**config.mk**
```make
export PLATFORM = sky130hd
export DESIGN_NAME = khu_pad_input_cond
export DESIGN_NICKNAME = d
export VERILOG_FILES = /design/src/rtl/khu_sensor_pkg.sv /design/src/rtl/khu_sync_filter.sv /design/src/rtl/khu_pad_input_cond.sv
export SDC_FILE = /design/constraint.sdc
export NUM_CORES = 1
export LEC_CHECK = 0
export BUFFER_PORTS_ARGS = -buffer_cell sky130_fd_sc_hd__buf_4
export CORE_MARGIN = 5
export CORE_UTILIZATION = 49
export CTS_CLUSTER_DIAMETER = 60
export DETAILED_ROUTE_END_ITERATION = 8
export PLACE_DENSITY = 0.82
export SLEW_MARGIN = 20
export SYNTH_ARGS = -nofsm -noshare
export SYNTH_HDL_FRONTEND = slang
export SYNTH_SLANG_ARGS = --single-unit
```
**constraint.sdc**
```tcl
create_clock -name i_CLK -period 1.36 [get_ports i_CLK]
set_clock_uncertainty 0.05 [all_clocks]
set_input_delay 0.272 -clock i_CLK [delete_from_list [all_inputs] [get_ports i_CLK]]
set_output_delay 0.272 -clock i_CLK [all_outputs]
set_load 0.02 [all_outputs]
```
**src/rtl/khu_sensor_pkg.sv**
```systemverilog
`default_nettype none
// ============================================================================
//  Package     : khu_sensor_pkg
//  Description : Shared constants for the KHU sensor pad-input path:
//                channel indices, default widths and idle levels.
//  Revision    : 1.0 - initial release
// ============================================================================
package khu_sensor_pkg;

   // Channel index of each pad input on the conditioned bus
   localparam int CH_MISO = 0;   // ADS1292_MISO
   localparam int CH_DRDY = 1;   // ADS1292_DRDY
   localparam int CH_RXD  = 2;   // UART_RXD
   localparam int CH_SCL  = 3;   // MPR121_SCL_IN
   localparam int CH_SDA  = 4;   // MPR121_SDA_IN

   localparam int NUM_CH_DEF   = 5;
   localparam int FILT_LEN_DEF = 4;
   localparam int FILT_LEN_MAX = 15;

   // MISO idles low; DRDY, UART RX and the I2C lines idle high
   localparam logic [NUM_CH_DEF-1:0] IDLE_VAL_DEF = 5'b11110;

   // Width of a counter that must hold the values 0..filt_len
   function automatic int cnt_width(input int filt_len);
      return (filt_len < 1) ? 1 : $clog2(filt_len + 1);
   endfunction

endpackage : khu_sensor_pkg
`default_nettype wire

```
**src/rtl/khu_sync_filter.sv**
```systemverilog
`default_nettype none
// ============================================================================
//  Module      : khu_sync_filter
//  Description : One pad-input channel: two-flop synchronizer, stability
//                counter, registered edge pulses and sticky glitch flag.
//  Revision    : 1.0 - initial release
// ============================================================================
module khu_sync_filter
   import khu_sensor_pkg::*;
#(
   parameter int   FILT_LEN = FILT_LEN_DEF,   // legal range 1..15
   parameter logic IDLE_BIT = 1'b0
) (
   input  logic clk,
   input  logic rst,
   input  logic pad_in,
   input  logic filt_en,
   input  logic glitch_clr,
   output logic level,
   output logic rise,
   output logic fall,
   output logic glitch
);

   localparam int               CNT_W    = cnt_width(FILT_LEN);
   localparam logic [CNT_W-1:0] CNT_LAST = CNT_W'(FILT_LEN - 1);

   logic             sync1;
   logic             sync2;
   logic [CNT_W-1:0] cnt;
   logic             differ;
   logic             accept;
   logic             glitch_set;

   // Decide whether the synchronized level is accepted this cycle, and
   // whether a candidate change just collapsed before being accepted
   always_comb begin
      differ     = (sync2 != level);
      accept     = differ && (!filt_en || (cnt == CNT_LAST));
      glitch_set = filt_en && !differ && (cnt != '0);
   end

   // Two-flop synchronizer; the only consumer of the raw pad level
   always_ff @(posedge clk or posedge rst) begin
      if (rst) begin
         sync1 <= IDLE_BIT;
         sync2 <= IDLE_BIT;
      end else begin
         sync1 <= pad_in;
         sync2 <= sync1;
      end
   end

   // Stability counter: advances while a new level persists, cleared on
   // acceptance, on return to the current level, or whenever bypassed
   always_ff @(posedge clk or posedge rst) begin
      if (rst) begin
         cnt <= '0;
      end else if (!filt_en || !differ || accept) begin
         cnt <= '0;
      end else begin
         cnt <= cnt + CNT_W'(1);
      end
   end

   // Filtered level with one-cycle edge pulses aligned to the new level
   always_ff @(posedge clk or posedge rst) begin
      if (rst) begin
         level <= IDLE_BIT;
         rise  <= 1'b0;
         fall  <= 1'b0;
      end else begin
         rise <= accept &&  sync2;
         fall <= accept && !sync2;
         if (accept) begin
            level <= sync2;
         end
      end
   end

   // Sticky glitch flag; a new glitch outranks a coincident clear
   always_ff @(posedge clk or posedge rst) begin
      if (rst) begin
         glitch <= 1'b0;
      end else begin
         glitch <= glitch_set || (glitch && !glitch_clr);
      end
   end

endmodule : khu_sync_filter
`default_nettype wire

```
**src/rtl/khu_pad_input_cond.sv**
```systemverilog
`default_nettype none
// ============================================================================
//  Module      : khu_pad_input_cond
//  Description : Conditions raw pad-cell levels (synchronize, debounce,
//                edge detect, glitch report) between khu_sensor_pad and
//                khu_sensor_top. Contains no pad cells.
//  Revision    : 1.0 - initial release
// ============================================================================
module khu_pad_input_cond
   import khu_sensor_pkg::*;
#(
   parameter int                NUM_CH   = NUM_CH_DEF,
   parameter int                FILT_LEN = FILT_LEN_DEF,
   parameter logic [NUM_CH-1:0] IDLE_VAL = NUM_CH'(IDLE_VAL_DEF)
) (
   input  logic              i_CLK,
   input  logic              i_RST,
   input  logic [NUM_CH-1:0] i_PAD_IN,
   input  logic [NUM_CH-1:0] i_FILT_EN,
   input  logic              i_GLITCH_CLR,
   output logic [NUM_CH-1:0] o_LEVEL,
   output logic [NUM_CH-1:0] o_RISE,
   output logic [NUM_CH-1:0] o_FALL,
   output logic [NUM_CH-1:0] o_GLITCH
);

   // Channels are fully independent; one conditioner per pad input
   generate
      for (genvar ch = 0; ch < NUM_CH; ch++) begin : g_ch
         khu_sync_filter #(
            .FILT_LEN (FILT_LEN),
            .IDLE_BIT (IDLE_VAL[ch])
         ) u_sync_filter (
            .clk        (i_CLK),
            .rst        (i_RST),
            .pad_in     (i_PAD_IN[ch]),
            .filt_en    (i_FILT_EN[ch]),
            .glitch_clr (i_GLITCH_CLR),
            .level      (o_LEVEL[ch]),
            .rise       (o_RISE[ch]),
            .fall       (o_FALL[ch]),
            .glitch     (o_GLITCH[ch])
         );
      end
   endgenerate

endmodule : khu_pad_input_cond
`default_nettype wire

```
==> impl_metrics.py <==
metrics = {
    "logic_synthesis": {
        "syn_area_um2": 1950,
        "synth_cell_type_count": 14,
        "synth_warnings": 0,
        "yosysTopAreaCellShare": 0.424,
        "netlist_instances": 151,
        "ys_ff_latch": 45,
        "yosysTopAreaCell": "dfrtp_1",
        "yosysSeqAreaShare": 0.586,
        "syn_avg_cell_area_um2": 12.9,
        "synthTopCellsByArea": "dfrtp_1 42%, dfstp_2 16%, ha_1 9.6%",
        "mappedNetlistNets": 179,
    },
    "timing": {
        "tns_ns": 0,
        "post-route-period-util": 0.979,
        "fin_crit_ns": 1.33,
        "drv_slew": 0,
        "timing.fmax_mhz": 751,
        "setup_viol": 0,
        "fin_worst_hold_slack_ns": 0.0363,
        "slew_headroom": 0.752,
        "hold_viol_final": 0,
        "grt_setup_unrepaired": "yes",
        "worst_slew_pin_slew_ns": 0.371,
    },
    "power": {
        "pwr-share-seq": 0.525,
        "switching_share": 0.248,
        "p_leak_nw": 1.14,
        "clkPwrFrac": 0.299,
        "p_int_w": 0.00217,
        "netSwitchingPower_w": 0.000715,
        "ir_drop_mv": 0.832,
        "p_comb_frac": 0.176,
        "p_per_area_nw_per_um2": 1190,
    },
    "die": {
        "start_util": 0.498,
        "io_pins": 33,
        "num_rows": 23,
        "dieWidth_um": 73.1,
        "die_y_um": 73.1,
        "core_um2": 3910,
        "die-area_um2": 5340,
    },
    "cts": {
        "root_buffer": "clkbuf_8",
        "cts.path.max_buffers": 2,
        "cts_htree_levels": 2,
        "cts_sinks": 45,
        "insertion_delay_ns": 0.29,
        "cts.clk_slew.worst_paths_ns": 0.07,
        "cts_tree": "done",
        "numCtsBuffers": 5,
    },
    "worst_setup_path": {
        "cp.required_ns": 1.04,
        "reg2reg_depth": 4,
        "max_stage_delay_ns": 0.57,
        "crit_cells": 1,
        "crit_family": "flip-flops",
        "crit_chain": "buf_4",
        "cp-end-kind": "output pin",
        "slowest_stage": "dfstp_2",
        "cp_data_arrival_time_ns": 1.01,
        "start_kind": "flop",
        "timing_worst_setup_path_type": "flop to output pin",
        "path_max_fanout": 5,
        "worst-path-buf-inv": 1,
    },
    "placed_design": {
        "dp.cells": 221,
        "place_congestion": 0.816,
        "place_hpwl_um": 2370,
        "placed_area_um2": 2180,
        "io_buffers": 32,
    },
    "finish": {
        "antennaDiodeCount": 0,
        "fin_area_um2": 2420,
        "finalNonFillerCells": 236,
        "drive_gt1_frac": 0.462,
        "final_nets": 213,
        "area_growth_pct": 24.4,
    },
    "grt": {
        "grt_max_degree": 29,
        "grt_first_pass_wirelength_um": 5270,
        "grt_usage": 0.132,
        "gr-total-overflow": 0,
        "grt_pass1_vias": 1208,
        "grt_antenna_before_repair": 0,
    },
    "detailed_routing": {
        "routed_wl_um": 3160,
        "viasPerCell": 4.79,
        "ant_nets": 0,
        "wl_per_cell_um": 13.4,
        "num_vias": 1131,
        "drtIter0Drc": 52,
        "drt-pass1-iter-count": 4,
        "drc": 0,
    },
    "hold_path": {
        "hold_path.class": "primary input to flop",
        "holdPathStages": 1,
    },
    "outcome": {
        "status": "completed",
    },
    "run": {
        "drv_cap": 0,
    },
}
-- cells by family after synthesis --
kind of cell    count (synthesis)  share of synthesized area
flops                          45                      0.586
simple gates                   39                      0.131
buf+inv                        37                      0.110
fa+ha+maj                      15                     0.0963
xor+xnor                        5                     0.0225
mux                             5                     0.0289
compound gates                  5                     0.0257
-- power by group through the flow --
stage / logic, W / registers (W) / clock network, W
2_1_floorplan: 0.000336 / 0.00153 / 0
3_3_place_gp: 0.000442 / 0.00154 / 0
3_5_place_dp: 0.000462 / 0.00154 / 0
4_1_cts: 0.000477 / 0.00152 / 0.000900
5_1_grt: 0.000562 / 0.00153 / 0.000964
6_report: 0.000507 / 0.00152 / 0.000865
-- final timing paths --
check	slack, ns	end	from
worst min register to register	0.31	g_ch[2].u_sync_filter.sync2$_DFF_PP1_	g_ch[2].u_sync_filter.sync1$_DFF_PP1_
worst max-delay path	0.03	o_LEVEL[4]	g_ch[4].u_sync_filter.level$_DFFE_PP1P_
max in group asynchronous	0.28	g_ch[4].u_sync_filter.level$_DFFE_PP1P_	i_RST
worst min-delay path	0.04	g_ch[3].u_sync_filter.sync1$_DFF_PP1_	i_PAD_IN[3]
worst max register to register	0.03	g_ch[0].u_sync_filter.level$_DFFE_PP0P_	g_ch[0].u_sync_filter.cnt[0]$_DFF_PP0_
min in group asynchronous	0.47	g_ch[2].u_sync_filter.cnt[2]$_DFF_PP0_	i_RST
-- routing by layer --
metal | vias to the layer above | GRT usage | share of wire
met2 | 24 | 0.232 | 0.56
li1 | 544 | - | -
met3 | 9 | 0.0413 | 0.059
met4 | 0 | 0.0738 | 0.025
met5 | - | 0 | 0
met1 | 554 | 0.139 | 0.36
-- sequential cells by signal, summed over array words and instances (netlist names) --
| register | count |
|---|---|
| g_ch.u_sync_filter.fall | 5 |
| g_ch.u_sync_filter.sync1 | 5 |
| g_ch.u_sync_filter.sync2 | 5 |
| g_ch.u_sync_filter.rise | 5 |
| g_ch.u_sync_filter.glitch | 5 |
| g_ch.u_sync_filter.cnt | 15 |
| g_ch.u_sync_filter.level | 5 |
-- cell usage in the layout, fill, tap and decap left out --
cell,n
nand2b_4,4
nor3b_1,11
dfstp_2,12
clkinv_2,1
ha_4,2
ha_2,5
nor2b_4,1
buf_6,1
buf_4,44
nor3_1,10
clkinvlp_4,1
mux2_4,1
mux2_2,4
ha_1,8
nand2b_1,6
dfrtp_1,33
and3b_1,2
a32o_1,5
xnor2_1,5
nor2b_1,3
nor3b_2,2
clkbuf_8,7
buf_12,1
dlygate4sd3_1,1
inv_1,16
-- what timing repair did --
item | CTS | global route
setup buffers | 1 | 5
endpoints found under the hold margin | 11 | 0
pin swaps | 0 | 1
resized for setup | 8 | 10
hold buffers | 1 | 0
endpoints found under the setup margin | 7 | 13
-- cells in the mapped netlist (all sizes together) --
library cell	n
xnor2	5
mux2	5
buf	20
ha	15
dfstp	12
nor2b	4
inv	17
a32o	5
dfrtp	33
nor3b	13
nor3	10
and3b	2
nand2b	10
-- per-stage QoR --
stage / power (W) / worst slack (ns) / utilization
2_1_floorplan: 0.00186 / 0.00367 / -
3_3_place_gp: 0.00198 / -0.0213 / 0.558
3_5_place_dp: 0.00201 / -0.0435 / 0.558
4_1_cts: 0.00290 / 0.00779 / 0.599
5_1_grt: 0.00305 / -0.00789 / 0.619
6_report: 0.00289 / 0.0284 / 0.619
-- cell type report --
class,instances,area (um2)
Clock buffer,7,96.3
Multi-Input combinational cell,69,679
Inverter,17,67.6
Fill cell,312,1490
Sequential cell,45,1140
Timing Repair Buffer,47,372
Tap cell,50,62.6
Clock inverter,1,5.00
No activity file was read; power rests on OpenSTA's default activity.
